File: config.mk
export PLATFORM = sky130hd
export DESIGN_NAME = lin_schedule_executor
export DESIGN_NICKNAME = d
export VERILOG_FILES = /design/src/rtl/lin_sched_pkg.sv /design/src/rtl/lin_slot_timer.sv /design/src/rtl/lin_schedule_executor.sv
export SDC_FILE = /design/constraint.sdc
export NUM_CORES = 1
export LEC_CHECK = 0
export ABC_AREA = 1
export BUFFER_PORTS_ARGS = -buffer_cell sky130_fd_sc_hd__clkbuf_2
export CORE_UTILIZATION = 35
export CTS_BUF_LIST = sky130_fd_sc_hd__clkbuf_8 sky130_fd_sc_hd__clkbuf_16
export DETAILED_ROUTE_END_ITERATION = 16
export MAX_ROUTING_LAYER = met4
export PLACE_DENSITY_LB_ADDON = 0.15
export SYNTH_ARGS = -nofsm -noshare
export SYNTH_HDL_FRONTEND = slang
export SYNTH_SLANG_ARGS = --single-unit
File: constraint.sdc
create_clock -name clk -period 1.8 [get_ports clk]
set_input_delay 0.18 -clock clk [delete_from_list [all_inputs] [get_ports clk]]
set_output_delay 0.18 -clock clk [all_outputs]
set_load 0.005 [all_outputs]
File: src/rtl/lin_sched_pkg.sv
// Shared definitions for the LIN schedule executor.
//   - Bit positions of the fields in a 32-bit schedule table entry.
//   - Executor state encoding.
//   - MAX_LEN: largest LIN data length; out-of-range lengths clamp to it.
package lin_sched_pkg;

    localparam int unsigned PID_LSB   = 0;
    localparam int unsigned DIR_BIT   = 6;
    localparam int unsigned LEN_LSB   = 7;
    localparam int unsigned SLOT_LSB  = 11;
    localparam int unsigned VALID_BIT = 30;
    localparam int unsigned END_BIT   = 31;

    localparam logic [3:0] MAX_LEN = 4'd8;

    typedef enum logic [2:0] {
        IDLE,
        FETCH,
        DECODE,
        ISSUE,
        SLOT
    } state_e;

endpackage

File: src/rtl/lin_slot_timer.sv
// Loadable slot down-counter driven by the slot time base.
// Ports:
//   clk, reset   - clock, asynchronous active-low reset
//   load_i       - load load_val_i into the counter
//   load_val_i   - slot length in ticks (caller guarantees non-zero)
//   tick_i       - time-base pulse; decrements a non-zero counter
//   clr_i        - force the counter to zero (has priority over load)
//   expire_o     - one-cycle pulse: the tick that consumes the last count
module lin_slot_timer #(
    parameter int unsigned SLOT_W = 8
) (
    input  logic              clk,
    input  logic              reset,
    input  logic              load_i,
    input  logic [SLOT_W-1:0] load_val_i,
    input  logic              tick_i,
    input  logic              clr_i,
    output logic              expire_o
);

    logic [SLOT_W-1:0] cnt_q, cnt_d;

    always_comb begin
        cnt_d = cnt_q;
        if (clr_i) begin
            cnt_d = '0;
        end else if (load_i) begin
            cnt_d = load_val_i;
        end else if (tick_i && (cnt_q != '0)) begin
            cnt_d = cnt_q - 1'b1;
        end
    end

    always_ff @(posedge clk or negedge reset) begin
        if (!reset) begin
            cnt_q <= '0;
        end else begin
            cnt_q <= cnt_d;
        end
    end

    assign expire_o = tick_i && (cnt_q == SLOT_W'(1));

endmodule

File: src/rtl/lin_schedule_executor.sv
// LIN schedule executor: walks the schedule table ROM while the master
// controller grants en_operation and read_from_mem, issues one header
// request per valid entry and holds each slot for its programmed tick count.
// Optional feature macro: LIN_SCHED_MISS_CNT_EN adds miss_count.
// Ports:
//   clk, reset        - clock, asynchronous active-low reset
//   en_operation      - run enable
//   read_from_mem     - table-read permission
//   tick              - slot time-base pulse
//   rom_data          - entry at rom_addr (combinational ROM)
//   frame_done/error  - frame engine completion / error pulses
//   rom_addr          - table pointer
//   hdr_start         - one-cycle header request
//   hdr_pid/dir/len   - header fields, held until the next request
//   slot_active       - high for the duration of a slot
//   sched_wrap        - pulse when the pointer returns to entry 0
//   table_empty       - sticky: entry 0 is an end marker
//   err_count         - saturating frame_error count
//   miss_count        - (optional) saturating count of silent slots
module lin_schedule_executor
    import lin_sched_pkg::*;
#(
    parameter int unsigned ADDR_W = 4,
    parameter int unsigned SLOT_W = 8,
    parameter int unsigned ERR_W  = 8
) (
    input  logic              clk,
    input  logic              reset,
    input  logic              en_operation,
    input  logic              read_from_mem,
    input  logic              tick,
    input  logic [31:0]       rom_data,
    input  logic              frame_done,
    input  logic              frame_error,
    output logic [ADDR_W-1:0] rom_addr,
    output logic              hdr_start,
    output logic [5:0]        hdr_pid,
    output logic              hdr_dir,
    output logic [3:0]        hdr_len,
    output logic              slot_active,
    output logic              sched_wrap,
    output logic              table_empty,
    output logic [ERR_W-1:0]  err_count
`ifdef LIN_SCHED_MISS_CNT_EN
    ,
    output logic [7:0]        miss_count
`endif
);

    state_e            state_q, state_d;
    logic [ADDR_W-1:0] ptr_q, ptr_d;
    logic [31:0]       entry_q;
    logic              start_q, start_d;
    logic              wrap_q, wrap_d;
    logic              active_q, active_d;
    logic              empty_q, empty_d;
    logic [5:0]        pid_q;
    logic              dir_q;
    logic [3:0]        len_q;
    logic [ERR_W-1:0]  err_q;
    logic              latch_entry, issue, clr_timer, expire, run;
    logic [3:0]        len_raw, len_clamped;
    logic [SLOT_W-1:0] slot_raw, slot_load;

    assign run         = en_operation && read_from_mem;
    assign len_raw     = entry_q[LEN_LSB +: 4];
    assign len_clamped = ((len_raw == 4'd0) || (len_raw > MAX_LEN)) ? MAX_LEN : len_raw;
    assign slot_raw    = entry_q[SLOT_LSB +: SLOT_W];
    assign slot_load   = (slot_raw == '0) ? SLOT_W'(1) : slot_raw;

    logic unused_entry_bits;
    assign unused_entry_bits = ^entry_q[VALID_BIT-1:SLOT_LSB+SLOT_W];

    lin_slot_timer #(
        .SLOT_W(SLOT_W)
    ) u_timer (
        .clk        (clk),
        .reset      (reset),
        .load_i     (issue),
        .load_val_i (slot_load),
        .tick_i     (tick),
        .clr_i      (clr_timer),
        .expire_o   (expire)
    );

    always_comb begin
        state_d     = state_q;
        ptr_d       = ptr_q;
        start_d     = 1'b0;
        wrap_d      = 1'b0;
        active_d    = active_q;
        empty_d     = empty_q;
        latch_entry = 1'b0;
        issue       = 1'b0;
        clr_timer   = 1'b0;
        case (state_q)
            IDLE: begin
                if (run && !empty_q) state_d = FETCH;
            end
            FETCH: begin
                latch_entry = 1'b1;
                state_d     = DECODE;
            end
            DECODE: begin
                if (entry_q[END_BIT] && (ptr_q == '0)) begin
                    empty_d = 1'b1;
                    state_d = IDLE;
                end else if (entry_q[END_BIT]) begin
                    ptr_d   = '0;
                    wrap_d  = 1'b1;
                    state_d = FETCH;
                end else if (!entry_q[VALID_BIT]) begin
                    ptr_d   = ptr_q + 1'b1;
                    wrap_d  = (ptr_q == '1);
                    state_d = FETCH;
                end else begin
                    state_d = ISSUE;
                end
            end
            ISSUE: begin
                start_d  = 1'b1;
                issue    = 1'b1;
                active_d = 1'b1;
                state_d  = SLOT;
            end
            SLOT: begin
                if (expire) begin
                    active_d = 1'b0;
                    ptr_d    = ptr_q + 1'b1;
                    wrap_d   = (ptr_q == '1);
                    state_d  = FETCH;
                end
            end
            default: state_d = IDLE;
        endcase

        // Losing the run grant overrides every state action: nothing is
        // issued or advanced, so the same entry is re-fetched on resume.
        if ((state_q != IDLE) && !run) begin
            state_d     = IDLE;
            ptr_d       = ptr_q;
            start_d     = 1'b0;
            wrap_d      = 1'b0;
            active_d    = 1'b0;
            empty_d     = empty_q;
            latch_entry = 1'b0;
            issue       = 1'b0;
            clr_timer   = 1'b1;
        end
    end

    always_ff @(posedge clk or negedge reset) begin
        if (!reset) begin
            state_q  <= IDLE;
            ptr_q    <= '0;
            entry_q  <= '0;
            start_q  <= 1'b0;
            wrap_q   <= 1'b0;
            active_q <= 1'b0;
            empty_q  <= 1'b0;
            pid_q    <= '0;
            dir_q    <= 1'b0;
            len_q    <= '0;
            err_q    <= '0;
        end else begin
            state_q  <= state_d;
            ptr_q    <= ptr_d;
            start_q  <= start_d;
            wrap_q   <= wrap_d;
            active_q <= active_d;
            empty_q  <= empty_d;
            if (latch_entry) entry_q <= rom_data;
            if (issue) begin
                pid_q <= entry_q[PID_LSB +: 6];
                dir_q <= entry_q[DIR_BIT];
                len_q <= len_clamped;
            end
            if (frame_error && (err_q != '1)) err_q <= err_q + 1'b1;
        end
    end

`ifdef LIN_SCHED_MISS_CNT_EN
    logic       seen_q;
    logic [7:0] miss_q;
    logic       slot_end;

    assign slot_end = (state_q == SLOT) && run && expire;

    always_ff @(posedge clk or negedge reset) begin
        if (!reset) begin
            seen_q <= 1'b0;
            miss_q <= '0;
        end else begin
            if (issue) begin
                seen_q <= 1'b0;
            end else if ((state_q == SLOT) && (frame_done || frame_error)) begin
                seen_q <= 1'b1;
            end
            // Events on the final slot cycle still count as a response.
            if (slot_end && !(seen_q || frame_done || frame_error) && (miss_q != '1)) begin
                miss_q <= miss_q + 1'b1;
            end
        end
    end

    assign miss_count = miss_q;
`else
    logic unused_frame_done;
    assign unused_frame_done = frame_done;
`endif

    assign rom_addr    = ptr_q;
    assign hdr_start   = start_q;
    assign hdr_pid     = pid_q;
    assign hdr_dir     = dir_q;
    assign hdr_len     = len_q;
    assign slot_active = active_q;
    assign sched_wrap  = wrap_q;
    assign table_empty = empty_q;
    assign err_count   = err_q;

endmodule

==> results.txt, run 1 <==
- Dividing total power by cell area gives a power density of 1520 nW/um2.
- Slowest cell on the critical path: sky130_fd_sc_hd__dfrtp_1
- CP cell instances: inv_1, ha_2, nand2_2, o21ai_4, nand2_4, nand2_2, inv_2, nand2_1, nand2_1
- I/O pin count: 66
* Clock group share of total power: 22.1%
* Min-Delay Path Depth: 2
- After the first detailed-routing iteration, the DRC count stood at 112.
- Layout cells sized above 1: 27.1%
- First-pass GRT wire length: 10.8 mm
* Unrepaired setup endpoints after global routing: no
* Fraction of synthesis flops using an asynchronous set or reset pin: 100%
- Per-instance average area after synthesis: 8.78 um2
* Complex-gate fraction of the synthesized area: 9.71%
- Setup violations remaining at the end of the flow were counted as 0.
- Predominant post-synthesis flop cell: sky130_fd_sc_hd__dfrtp_1
* Remaining max-slew budget at the tightest pin: 75.1%
* Vias in the first global route: 2,427
- The routed design could run at a clock period as short as 1640 ps.
- The first TritonRoute pass finished after 4 iterations.
- Switching power as a share of total power: 37.8%
- Required time at the worst-slack endpoint: 2020 ps
- In the layout the commonest cells are sky130_fd_sc_hd__nand2_1, sky130_fd_sc_hd__dfrtp_1, sky130_fd_sc_hd__clkbuf_2, sky130_fd_sc_hd__nor2_1, sky130_fd_sc_hd__nand3_1.
- Routed via count divided by cell count: 4.78
* DIE HEIGHT: 93.4 um
* Count of distinct cell types in the synthesized netlist: 35
- The endpoint identified for the worst register-to-register timing path is u_timer.cnt_q[4].
- Sequential area share after synthesis: 50.5%
- Clock Pin Slew Worst Setup and Hold Paths: 70 ps
- Global routing used 16.3% of the available tracks across all layers.
* Adder and majority cell fraction of the synthesized area: 2.14%
* Detailed Route WL: 6.11 mm
- Once layout is done, the placed cells without fillers occupy 3530 um2.
- Maxcap violations: 0
- Buffers and inverters on the worst path: 2
* Hold wc startpoint: rom_data[30]
* Drt drc: 0
- Power spent charging and discharging nets: 2.02 mW
- Routed len/inst: 12.1 um
- Number of buffers inserted during clock tree synthesis: 9
* Arr. time, crit path: 1850 ps
- Grouping stages by cell kind, the critical path spends the most delay in simple AND/OR/NAND/NOR gates.
- Counting flops and latches in the post-synthesis netlist gives 59.
- Yosys printed 0 warnings.
- In this run the worst hold path is classified as in -> reg.
- The worst setup path is launched from a flip-flop.
- Sink count of the clock tree: 59
- Post-layout net count: 442
- The H-tree generated during clock tree synthesis spans 3 levels.
- Final Hold Viols: 0
- Leading cell type in the layout, fill and taps excluded: sky130_fd_sc_hd__nand2_1
* Effective utilization at floorplan: 37.1%
- Multi-input logic area: 1260 um2
* Clock root buffer master: sky130_fd_sc_hd__clkbuf_8
- Accumulated negative setup slack: 0 ps
- In this run the core area contains 32 standard-cell rows.
- In this run the cell area of the synthesized design comes to 2920 um2.
* Fraction of synthesized area in multiplexers: 4.11%
- Slew @ Worst Pin: 373 ps
- The repair_antennas step left the layout with diodes totalling 0.
* Startpoint of the worst register-to-register path: u_timer.cnt_q[0]
* Die W: 93.4 um
- The congestion estimate from routability-driven global placement came to 0.847.
- Summed over all cells, the static leakage comes to 1.88 nW.
- For this run, the share of the core covered by cells in the final layout is 44.7%.
- The worst path uses 90.9% of the clock period.
* Start-to-end type of the worst setup path: reg -> reg
- Once the clock tree was built, the setup fixing pass inserted 0 buffers.
- Measured in cells, the most critical reg-to-reg path has a length of 9.
* Total via count in the routed design: 2,408
* Synth Area in XOR/XNOR: 2.70%
- Area enclosed by the die boundary: 8720 um2
- The number of nets in the synthesized netlist is 377.
- CTS tree: built
- Of the total synthesized cell area, the portion taken by AND, OR, NAND and NOR gates is 24.5%.
* Count of mapped cells out of synthesis: 333
- The number of antenna violations at the first check in global routing is 0.
- After synthesis, the largest family of logic cells by area is simple AND/OR/NAND/NOR gates.
- Highest clock frequency the design can meet: 0.611 GHz
- Along the worst path, the maximum fanout reaches 7.
- Clock insertion delay at the later pin of the skew report: 340 ps
* Area grow syn2layout: 20.7%
- Summing all placed instances gives a cell area of 3320 um2.
- STA classifies the critical path endpoint as a flip-flop.
- Global routing finished with a remaining overflow of 0.
* Storage cell area: 1480 um2
- Power after layout: 5.35 mW
* Number of antenna-violating nets in the routed design: 0
* Relative contribution of combinational cells to total power: 36.3%
* Max Clock Skew: 10.1 ps
- Port buffering added 53 buffers.
- The flow ran to the end, and the final reports show no timing, DRC or antenna violations.
* Pin count of the biggest net entering global routing: 60
* Internal power: 3.33 mW
* Fill cells: 763
- Core outline area: 7890 um2
* Max Transition Viols Final: 0
- Maximum single-stage delay on the critical path: 400 ps
- Hold Path Sink: entry_q[30]
* Part of the total power dissipated in sequential elements: 41.6%
* Number of enable-type register cells in the synthesized netlist: 0
- R2R setup slack: 160 ps
- Post-detail-place hpwl: 4.29 mm
* Max clock buf depth: 2
* Max IR drop VDD: 543 uV
[stage by stage]
stage                     cells  setup WS (ps)  hold slack [ps]
after floorplan             333            317             -116
after global placement      488            175              221
after detailed placement    488            167              221
after CTS                   504            147             62.1
after global routing        504           26.2             64.9
final                       504            164             80.8
[synth_stat cells (4+ instances only)]
cell,n,area (um2)
sky130_fd_sc_hd__nand2_1,75,282
sky130_fd_sc_hd__dfrtp_1,59,1480
sky130_fd_sc_hd__nor2_1,34,128
sky130_fd_sc_hd__nand3_1,33,165
sky130_fd_sc_hd__inv_1,30,113
sky130_fd_sc_hd__a21oi_1,17,85.1
sky130_fd_sc_hd__o21ai_0,16,80.1
sky130_fd_sc_hd__nand2_2,7,43.8
sky130_fd_sc_hd__inv_2,6,22.5
sky130_fd_sc_hd__ha_1,5,62.6
sky130_fd_sc_hd__mux2_4,5,75.1
sky130_fd_sc_hd__xor2_1,5,43.8
sky130_fd_sc_hd__mux2_2,4,45.0
sky130_fd_sc_hd__xnor2_1,4,35.0
[how the worst max path moves through the flow]
stage                      from          endpoint  slack, ps  cells after the start
3_5_place_dp   u_timer.cnt_q[0]  u_timer.cnt_q[3]        170                      9
4_1_cts        u_timer.cnt_q[0]  u_timer.cnt_q[3]        150                      9
6_report       u_timer.cnt_q[0]  u_timer.cnt_q[4]        160                      9
2_1_floorplan  u_timer.cnt_q[0]  u_timer.cnt_q[3]        320                      9
5_1_grt        u_timer.cnt_q[0]  u_timer.cnt_q[3]         30                      9
3_3_place_gp   u_timer.cnt_q[0]  u_timer.cnt_q[3]        180                      9
[final cells by class]
class                   instances  area share (%)
clock buffers                  10            3.90
clock inverters                 5            1.56
inverters                      36            3.83
multi-input cells             232            35.8
flip-flops and latches         59            41.8
well taps                     102            3.62
repair buffers                 60            9.43
[timing repair]
item,in CTS,in global routing
hold buffers,1,0
endpoints found under the setup margin,0,2
hold endpoints to repair,59,0
gates resized for setup,0,1
[per-layer routing]
layer | vias up | wire length, um | track usage (%)
met5 | - | 0 | -
met4 | 0 | 85 | 7.31
met3 | 9 | 247 | 3.09
met2 | 47 | 2800 | 25.4
met1 | 1143 | 2980 | 20.6
li1 | 1209 | - | -
[registers in the layout, indices dropped and copies added (netlist names)]
name	count
hdr_dir	1
hdr_len	4
hdr_start	1
entry_q	21
hdr_pid	6
sched_wrap	1
slot_active	1
u_timer.cnt_q	8
err_count	8
table_empty	1
rom_addr	4
state_q	3
[logic make-up after synthesis]
| group | after synthesis |
|---|---|
| AO/OA/AOI/OAI | 47 |
| adder cells (fa/ha/maj) | 5 |
| AND/OR/NAND/NOR | 162 |
| multiplexers | 9 |
| flip-flops | 59 |
| buffers and inverters | 42 |
| XOR/XNOR | 9 |
[worst register-to-register path, stage by stage, from the launching register on]
cell and delay [ps]:
sky130_fd_sc_hd__dfrtp_1 400, sky130_fd_sc_hd__inv_1 180, sky130_fd_sc_hd__ha_2 260, sky130_fd_sc_hd__nand2_2 100, sky130_fd_sc_hd__o21ai_4 240, sky130_fd_sc_hd__nand2_4 100
sky130_fd_sc_hd__nand2_2 110, sky130_fd_sc_hd__inv_2 40, sky130_fd_sc_hd__nand2_1 50, sky130_fd_sc_hd__nand2_1 50
[power groups by stage]
stage | clock (mW) | sequential, mW | combinational [mW]
finish | 1.18 | 2.23 | 1.94
CTS | 1.23 | 2.23 | 1.96
global route | 1.29 | 2.30 | 2.25
detailed placement | 0 | 2.25 | 1.95
global placement | 0 | 2.24 | 1.93
floorplan | 0 | 2.18 | 1.41
(Power assumes the default switching activity.)
==> run 2, diff against run 1 <==
--- a/config.mk
+++ b/config.mk
@@ -8,5 +8,6 @@
 export ABC_AREA = 1
 export BUFFER_PORTS_ARGS = -buffer_cell sky130_fd_sc_hd__clkbuf_2
-export CORE_UTILIZATION = 35
+export CORE_MARGIN = 3
+export CORE_UTILIZATION = 54
 export CTS_BUF_LIST = sky130_fd_sc_hd__clkbuf_8 sky130_fd_sc_hd__clkbuf_16
 export DETAILED_ROUTE_END_ITERATION = 16
==> constraint.sdc (replaced) <==
create_clock -name clk -period 1.8 [get_ports clk]
set_input_delay 0.18 -clock clk [delete_from_list [all_inputs] [get_ports clk]]
set_output_delay 0.18 -clock clk [all_outputs]
set_load 0.01 [all_outputs]
==> results.txt, run 2 (same netlist as run 1, synthesis figures left out) <==
* Status: finished, final reports clean
* Sink count of the clock tree: 59
* # resized after CTS: 0
* Min-Delay Path Depth: 2
- Power after layout: 5.34 mW
* Buffers on Ports: 53
- Counting both buffers and inverters, the worst setup path holds a total of 0.
- In this run the clock root is driven by a sky130_fd_sc_hd__clkbuf_8.
- Between clock sinks in the finished design, the worst skew comes to 3.01 ps.
* Fill cells: 423
- Multi-input logic area: 1260 um2
- Slew @ Worst Pin: 317 ps
- Required time at the worst-slack endpoint: 2020 ps
- Compared with the post-synthesis result, the final layout area differs by 19.5%.
- Total via count in the routed design: 2,362
- The floorplan step defined a die boundary enclosing 6330 um2.
* Most frequent cells in the layout: sky130_fd_sc_hd__nand2_1, sky130_fd_sc_hd__dfrtp_1, sky130_fd_sc_hd__clkbuf_2, sky130_fd_sc_hd__nor2_1, sky130_fd_sc_hd__nand3_1
* Maximum single-stage delay on the critical path: 430 ps
* Max Transition Viols Final: 0
* Total instance count after detailed placement: 457
* Post-detail-place hpwl: 4.10 mm
* Element type at the critical path start: flip-flop
* Pin count of the biggest net entering global routing: 60
- Vias in the first global route: 2,274
* First-pass DRT Iterations: 4
* Startpoint of the worst register-to-register path: u_timer.cnt_q[4]
- Counting cells, the worst reg-to-reg path comes to 6.
- First-pass GRT wire length: 10.2 mm
- Setup Slack @ Placement: 281 ps
- For this run, design rule violations remaining after detail routing come to 0.
* Final weighted congestion of routability-driven global placement: 0.913
* Critical path endpoint category: flip-flop
* Global routing usage summed across all routing layers: 21.3%
* First element of the critical path: u_timer.cnt_q[4]
- DIE HEIGHT: 79.6 um
- For hold timing, the worst endpoint is entry_q[9].
- The finished layout holds 474 standard cells, fillers aside.
- Max clock buf depth: 2
- In the post-route analysis, the smallest setup slack over all paths is 271 ps.
- The die is 79.6 um wide.
- In the final design database the tool counted 443 nets.
* Flip-flop count of the largest register after layout: 21
- Number of inserted diodes: 0
* End of the worst register-to-register path: rom_addr[0]
* Number of buffers inserted during clock tree synthesis: 9
- Effective utilization at floorplan: 56.5%
- Reported leakage power: 1.89 nW
- The largest individual stage delay along the critical path comes from the cell sky130_fd_sc_hd__dfrtp_1.
- Max-cap violations in this run came to 0.
- Data on the critical path arrives at its endpoint at 1750 ps.
- Ratio of total power to cell area: 1530 nW/um2
* Number of rows in the core area: 26
- GRT overflow: 0
* Routed via count divided by cell count: 4.98
- Clock-pin slew was measured on the worst setup and hold paths at 70 ps.
* Detailed Route WL: 5.77 mm
- Setup repair after global routing left no endpoint under its margin.
- Clock insertion delay at the later pin of the skew report: 330 ps
- The min-delay analysis places its worst path in the category in -> reg.
- The cell family contributing the most delay on the critical path is simple AND/OR/NAND/NOR gates.
- Period utilisation layout: 85.0%
- Hold WS: 74.6 ps
- Measured against its own limit, the worst slew margin works out to 78.9%.
- Routed len/inst: 12.2 um
- Crit path time final: 1530 ps
- Accumulated negative setup slack: 0 ps
- Area of all placed cells without fillers: 3490 um2
* DP Area: 3300 um2
- At the end of the flow the core is filled with cells to 67.5%.
- CP cell instances: nor2_2, nand2_2, o21ai_2, nand2_1, nand2_1, nand2_1
- Initial antenna violation count: 0
* Final count of negative-setup-slack endpoints: 0
- VDD sags by at most 737 uV.
* Hold wc startpoint: rom_data[9]
- More flip-flops sit in one register than any other, and that register is entry_q.
* Highest fanout seen on the critical path: 7
- Summing all flip-flop and latch instances after layout gives 1480 um2.
- Initial DRC Count: 107
- By startpoint and endpoint, the worst setup path is classified as reg -> reg.
- Leaving out fill and tap cells, the most frequent cell in the layout is sky130_fd_sc_hd__nand2_1.
* H-tree lvl count: 3
* Final Hold Viols: 0
- Crit path top cell by count: sky130_fd_sc_hd__nand2_1
- Layout cells sized above 1: 27.5%
- I/O pin count: 66
- Number of antenna-violating nets in the routed design: 0
- Buffers added to address setup during post-CTS repair amount to 0.
* Core outline area: 5170 um2
- Buffers inserted to repair hold after CTS numbered 1.
* R2R setup slack: 270 ps
- CTS tree: built
- Highest clock frequency the design can meet: 0.654 GHz
-- run 2: cell types whose count changed in the layout (fill, tap and decap cells not counted), sizes merged --
cell    change
clkinv      +2
buf         +1
bufinv      -1
clkbuf      +1
inv         -1
-- run 2: final cells by class --
cell class / count / area share (%)
Sequential cell: 59 / 42.3
Tap cell: 70 / 2.51
Clock inverter: 5 / 0.788
Timing Repair Buffer: 61 / 10.1
Inverter: 36 / 3.87
Clock buffer: 11 / 4.33
Multi-Input combinational cell: 232 / 36.1
-- run 2: worst max path at each step --
stage	endpoint	slack, ps	cells after the start
3_5_place_dp	rom_addr[0]	280	6
6_report	rom_addr[0]	270	6
2_1_floorplan	u_timer.cnt_q[3]	320	9
4_1_cts	rom_addr[0]	270	6
5_1_grt	rom_addr[0]	120	7
3_3_place_gp	rom_addr[0]	300	6
-- run 2: metal layers --
| layer | vias up | routed length (um) | track usage (%) | part of all wire [%] |
|---|---|---|---|---|
| met1 | 1083 | 2820 | 28.5 | 49 |
| li1 | 1211 | - | - | - |
| met4 | 0 | 73 | 7.73 | 1.3 |
| met5 | - | 0 | - | 0 |
| met2 | 62 | 2530 | 30.6 | 44 |
| met3 | 6 | 342 | 6.88 | 5.9 |
-- run 2: power by group --
| group | internal [mW] | leakage, nW | switching [mW] | total [mW] |
|---|---|---|---|---|
| Sequential | 1.84 | 0.738 | 0.385 | 2.22 |
| Combinational | 0.849 | 1.06 | 1.18 | 2.03 |
| Clock | 0.564 | 0.0949 | 0.526 | 1.09 |
| Total | 3.25 | 1.89 | 2.09 | 5.34 |
==> run 3, diff against run 2 <==
ABC_AREA = 0   (was 1)
CORE_UTILIZATION = 48   (was 54)
clock period = 1.22 ns   (was 1.8 ns; I/O delays follow)
==> results.txt, run 3 <==
* Period utilisation layout: 167%
* Total via count in the routed design: 2,645
- Final core utilization: 86.1%
- Max Transition Viols Final: 0
- On the final layout, the worst clock skew is 11.1 ps.
- In the synthesized netlist, the number of instances is 255.
* Fill cells: 283
* Per-instance average area after synthesis: 10.8 um2
- End of the worst register-to-register path: rom_addr[3]
- In this run the power density over the cells is 1740 nW/um2.
* Leading cell type in the layout, fill and taps excluded: sky130_fd_sc_hd__buf_4
* Power after layout: 7.99 mW
* Effective utilization at floorplan: 51.8%
* Layout cells sized above 1: 56.3%
* Start-to-end type of the worst setup path: reg -> reg
- PnR worst setup slack: -819 ps
- Count of distinct cell types in the synthesized netlist: 46
* Unrepaired setup endpoints after global routing: yes
- Number of buffers inserted during clock tree synthesis: 9
- The tree is rooted in a sky130_fd_sc_hd__clkbuf_8.
* Final weighted congestion of routability-driven global placement: 0.851
* Clock insertion delay at the later pin of the skew report: 350 ps
* Flip-flop count of the largest register after layout: 21
* Post-layout instance count excluding filler cells: 486
- Area grow syn2layout: 66.3%
- After the last flow step, the layout net total stands at 455.
- In this run the vertical extent of the chip is 81.9 um.
- Setup violations remaining at the end of the flow were counted as 55.
- Arr. time, crit path: 2270 ps
- After global routing the overflow that remains totals 0.
- Failing checks: negative setup slack
- Maxcap violations: 0
* Most frequent cells in the layout: sky130_fd_sc_hd__buf_4, sky130_fd_sc_hd__dfrtp_1, sky130_fd_sc_hd__clkbuf_2, sky130_fd_sc_hd__nand2_1, sky130_fd_sc_hd__mux2_4
- Vias in the first global route: 2,610
- After detailed routing, the number of remaining DRC violations is 0.
* Critical path endpoint category: flip-flop
- In this run the remaining antenna-violating nets after routing total 0.
- Remaining max-slew budget at the tightest pin: 77.3%
* First-pass GRT wire length: 12.8 mm
* Most repeated cell in the gate-level netlist after synthesis: sky130_fd_sc_hd__dfrtp_1
- During synthesis, Yosys emitted a total of 0 warnings.
* Predominant post-synthesis flop cell: sky130_fd_sc_hd__dfrtp_1
- Post-detail-place hpwl: 4.62 mm
- Setup slack on the worst reg-to-reg path comes out at -820 ps.
- Crit path time final: 2040 ps
- Die W: 81.9 um
- First-pass DRT Iterations: 4
* Hold Path Sink: entry_q[31]
- The number of hold violations in the final report came to 0.
* Max clock buf depth: 2
- Yosys mapped a number of flops with a built-in enable equal to 0.
* Required time at the worst-slack endpoint: 1450 ps
* Pin count of the biggest net entering global routing: 60
- Post-Synthesis Cell Area: 2760 um2
- Counting cells, the worst reg-to-reg path comes to 6.
- I/O pin count: 66
- Area enclosed by the die boundary: 6700 um2
- Of all cell types, the one taking the most synthesized area is sky130_fd_sc_hd__dfrtp_1.
- Number of rows in the core area: 26
* Initial antenna violation count: 0
* Routed len/inst: 16.9 um
- Final hold analysis gives a worst-case slack of 9.36 ps.
- For this run, the register share of the synthesized area comes to 53.4%.
* Detailed Route WL: 8.23 mm
- Status: complete, but fails checks
- Highest clock frequency the design can meet: 0.490 GHz
* CTS tree: built
- Sink count of the clock tree: 59
- Counting tap cells, the placed design contains a total of 432 instances.
- Reported leakage power: 2.29 nW
- Top cells by area, synth: sky130_fd_sc_hd__dfrtp_1, sky130_fd_sc_hd__mux2_2, sky130_fd_sc_hd__nand2_1
* Number of inserted diodes: 0
- Max IR drop VDD: 1120 uV
- Number of register bits inferred by synthesis: 59
* Area share of the largest cell type after synthesis: 53.4%
- After clock tree synthesis, the clock-pin slew on the worst setup and hold paths is 70 ps.
* Min-Delay Path Depth: 2
- Timing analysis after detailed placement gives a worst setup slack of -908 ps.
- Post-synthesis net count: 299
- Register containing the most flip-flops in the final layout: entry_q
* Initial DRC Count: 107
- In the synthesized netlist the async set-or-reset flop fraction comes to 100%.
- Buffers on Ports: 53
- Startpoint of the worst register-to-register path: u_timer.cnt_q[1]
- Global routing usage summed across all routing layers: 26.8%
* Slew @ Worst Pin: 336 ps
- The tightest min-delay check is of the in -> reg type.
- Element type at the critical path start: flip-flop
* H-tree lvl count: 3
* Core outline area: 5340 um2
- Routed via count divided by cell count: 5.44
* Highest fanout seen on the critical path: 4
* Hold wc startpoint: rom_data[31]
- Most numerous cell types in the synthesized netlist: sky130_fd_sc_hd__dfrtp_1, sky130_fd_sc_hd__nand2_1, sky130_fd_sc_hd__mux2_2, sky130_fd_sc_hd__o21ai_0, sky130_fd_sc_hd__nor3_1
## run 3: layer usage
layer | vias to the layer above | global-route usage (%) | part of all wire, %
met2 | 95 | 44.3 | 52
met4 | 0 | 12.5 | 2.2
met3 | 23 | 4.50 | 4.8
met1 | 1288 | 32.0 | 41
met5 | - | - | 0
li1 | 1239 | - | -
## run 3: per-stage QoR
step,setup TNS (ps),cell area (um2)
3_5_place_dp,-20620,3730
6_report,-22490,4590
2_1_floorplan,-14230,2950
3_3_place_gp,-19650,3730
5_1_grt,-26120,4590
4_1_cts,-20320,4460
## run 3: power by group
part           internal (mW)  switching [mW]  total (mW)
clock                  0.726           0.816        1.54
sequential              2.46           0.405        2.86
combinational           2.00            1.59        3.59
total                   5.18            2.81        7.99
## run 3: kinds of logic (layout without fill, tap and decap cells)
family | Yosys count | in the layout | synth area share (%)
simple gates | 98 | 98 | 18.5
mux | 29 | 29 | 11.5
flops | 59 | 59 | 53.4
fa+ha+maj | 5 | 5 | 2.26
compound gates | 44 | 44 | 10.6
buf+inv | 15 | 176 | 2.17
xor+xnor | 5 | 5 | 1.59
## run 3: final cells by class
class	instances	area [um2]	area share, %
Clock buffer	9	124	2.70
Clock inverter	7	45.0	0.981
Inverter	7	36.3	0.790
Multi-Input combinational cell	181	1600	34.9
Sequential cell	59	1480	32.2
Tap cell	70	87.6	1.91
Timing Repair Buffer	153	1220	26.5
## run 3: how the worst max path moves through the flow
stage                     start          end  slack [ps]  cells after the start
5_1_grt        u_timer.cnt_q[1]  rom_addr[0]        -890                      7
3_3_place_gp   u_timer.cnt_q[1]  rom_addr[3]        -880                      6
2_1_floorplan  u_timer.cnt_q[1]  rom_addr[3]        -870                      6
6_report       u_timer.cnt_q[1]  rom_addr[3]        -820                      6
3_5_place_dp   u_timer.cnt_q[1]  rom_addr[3]        -910                      6
4_1_cts        u_timer.cnt_q[1]  rom_addr[3]        -800                      6
## run 3: worst max-delay path, stage by stage, from the launching register on
cell                      delay (ps)
sky130_fd_sc_hd__dfrtp_1         390
sky130_fd_sc_hd__inv_2            80
sky130_fd_sc_hd__ha_4            110
sky130_fd_sc_hd__or4bb_4         450
sky130_fd_sc_hd__or4_4           460
sky130_fd_sc_hd__a22o_1          230
sky130_fd_sc_hd__a22o_1          200
## run 3: repair_timing
| action | CTS | global route |
|---|---|---|
| cloned | 4 | 0 |
| pin swaps | 23 | 14 |
| hold buffers | 12 | 1 |
| resized for setup | 64 | 27 |
| endpoints found under the hold margin | 70 | 1 |
| buffers inserted | 18 | 7 |
| endpoints found under the setup margin | 54 | 58 |
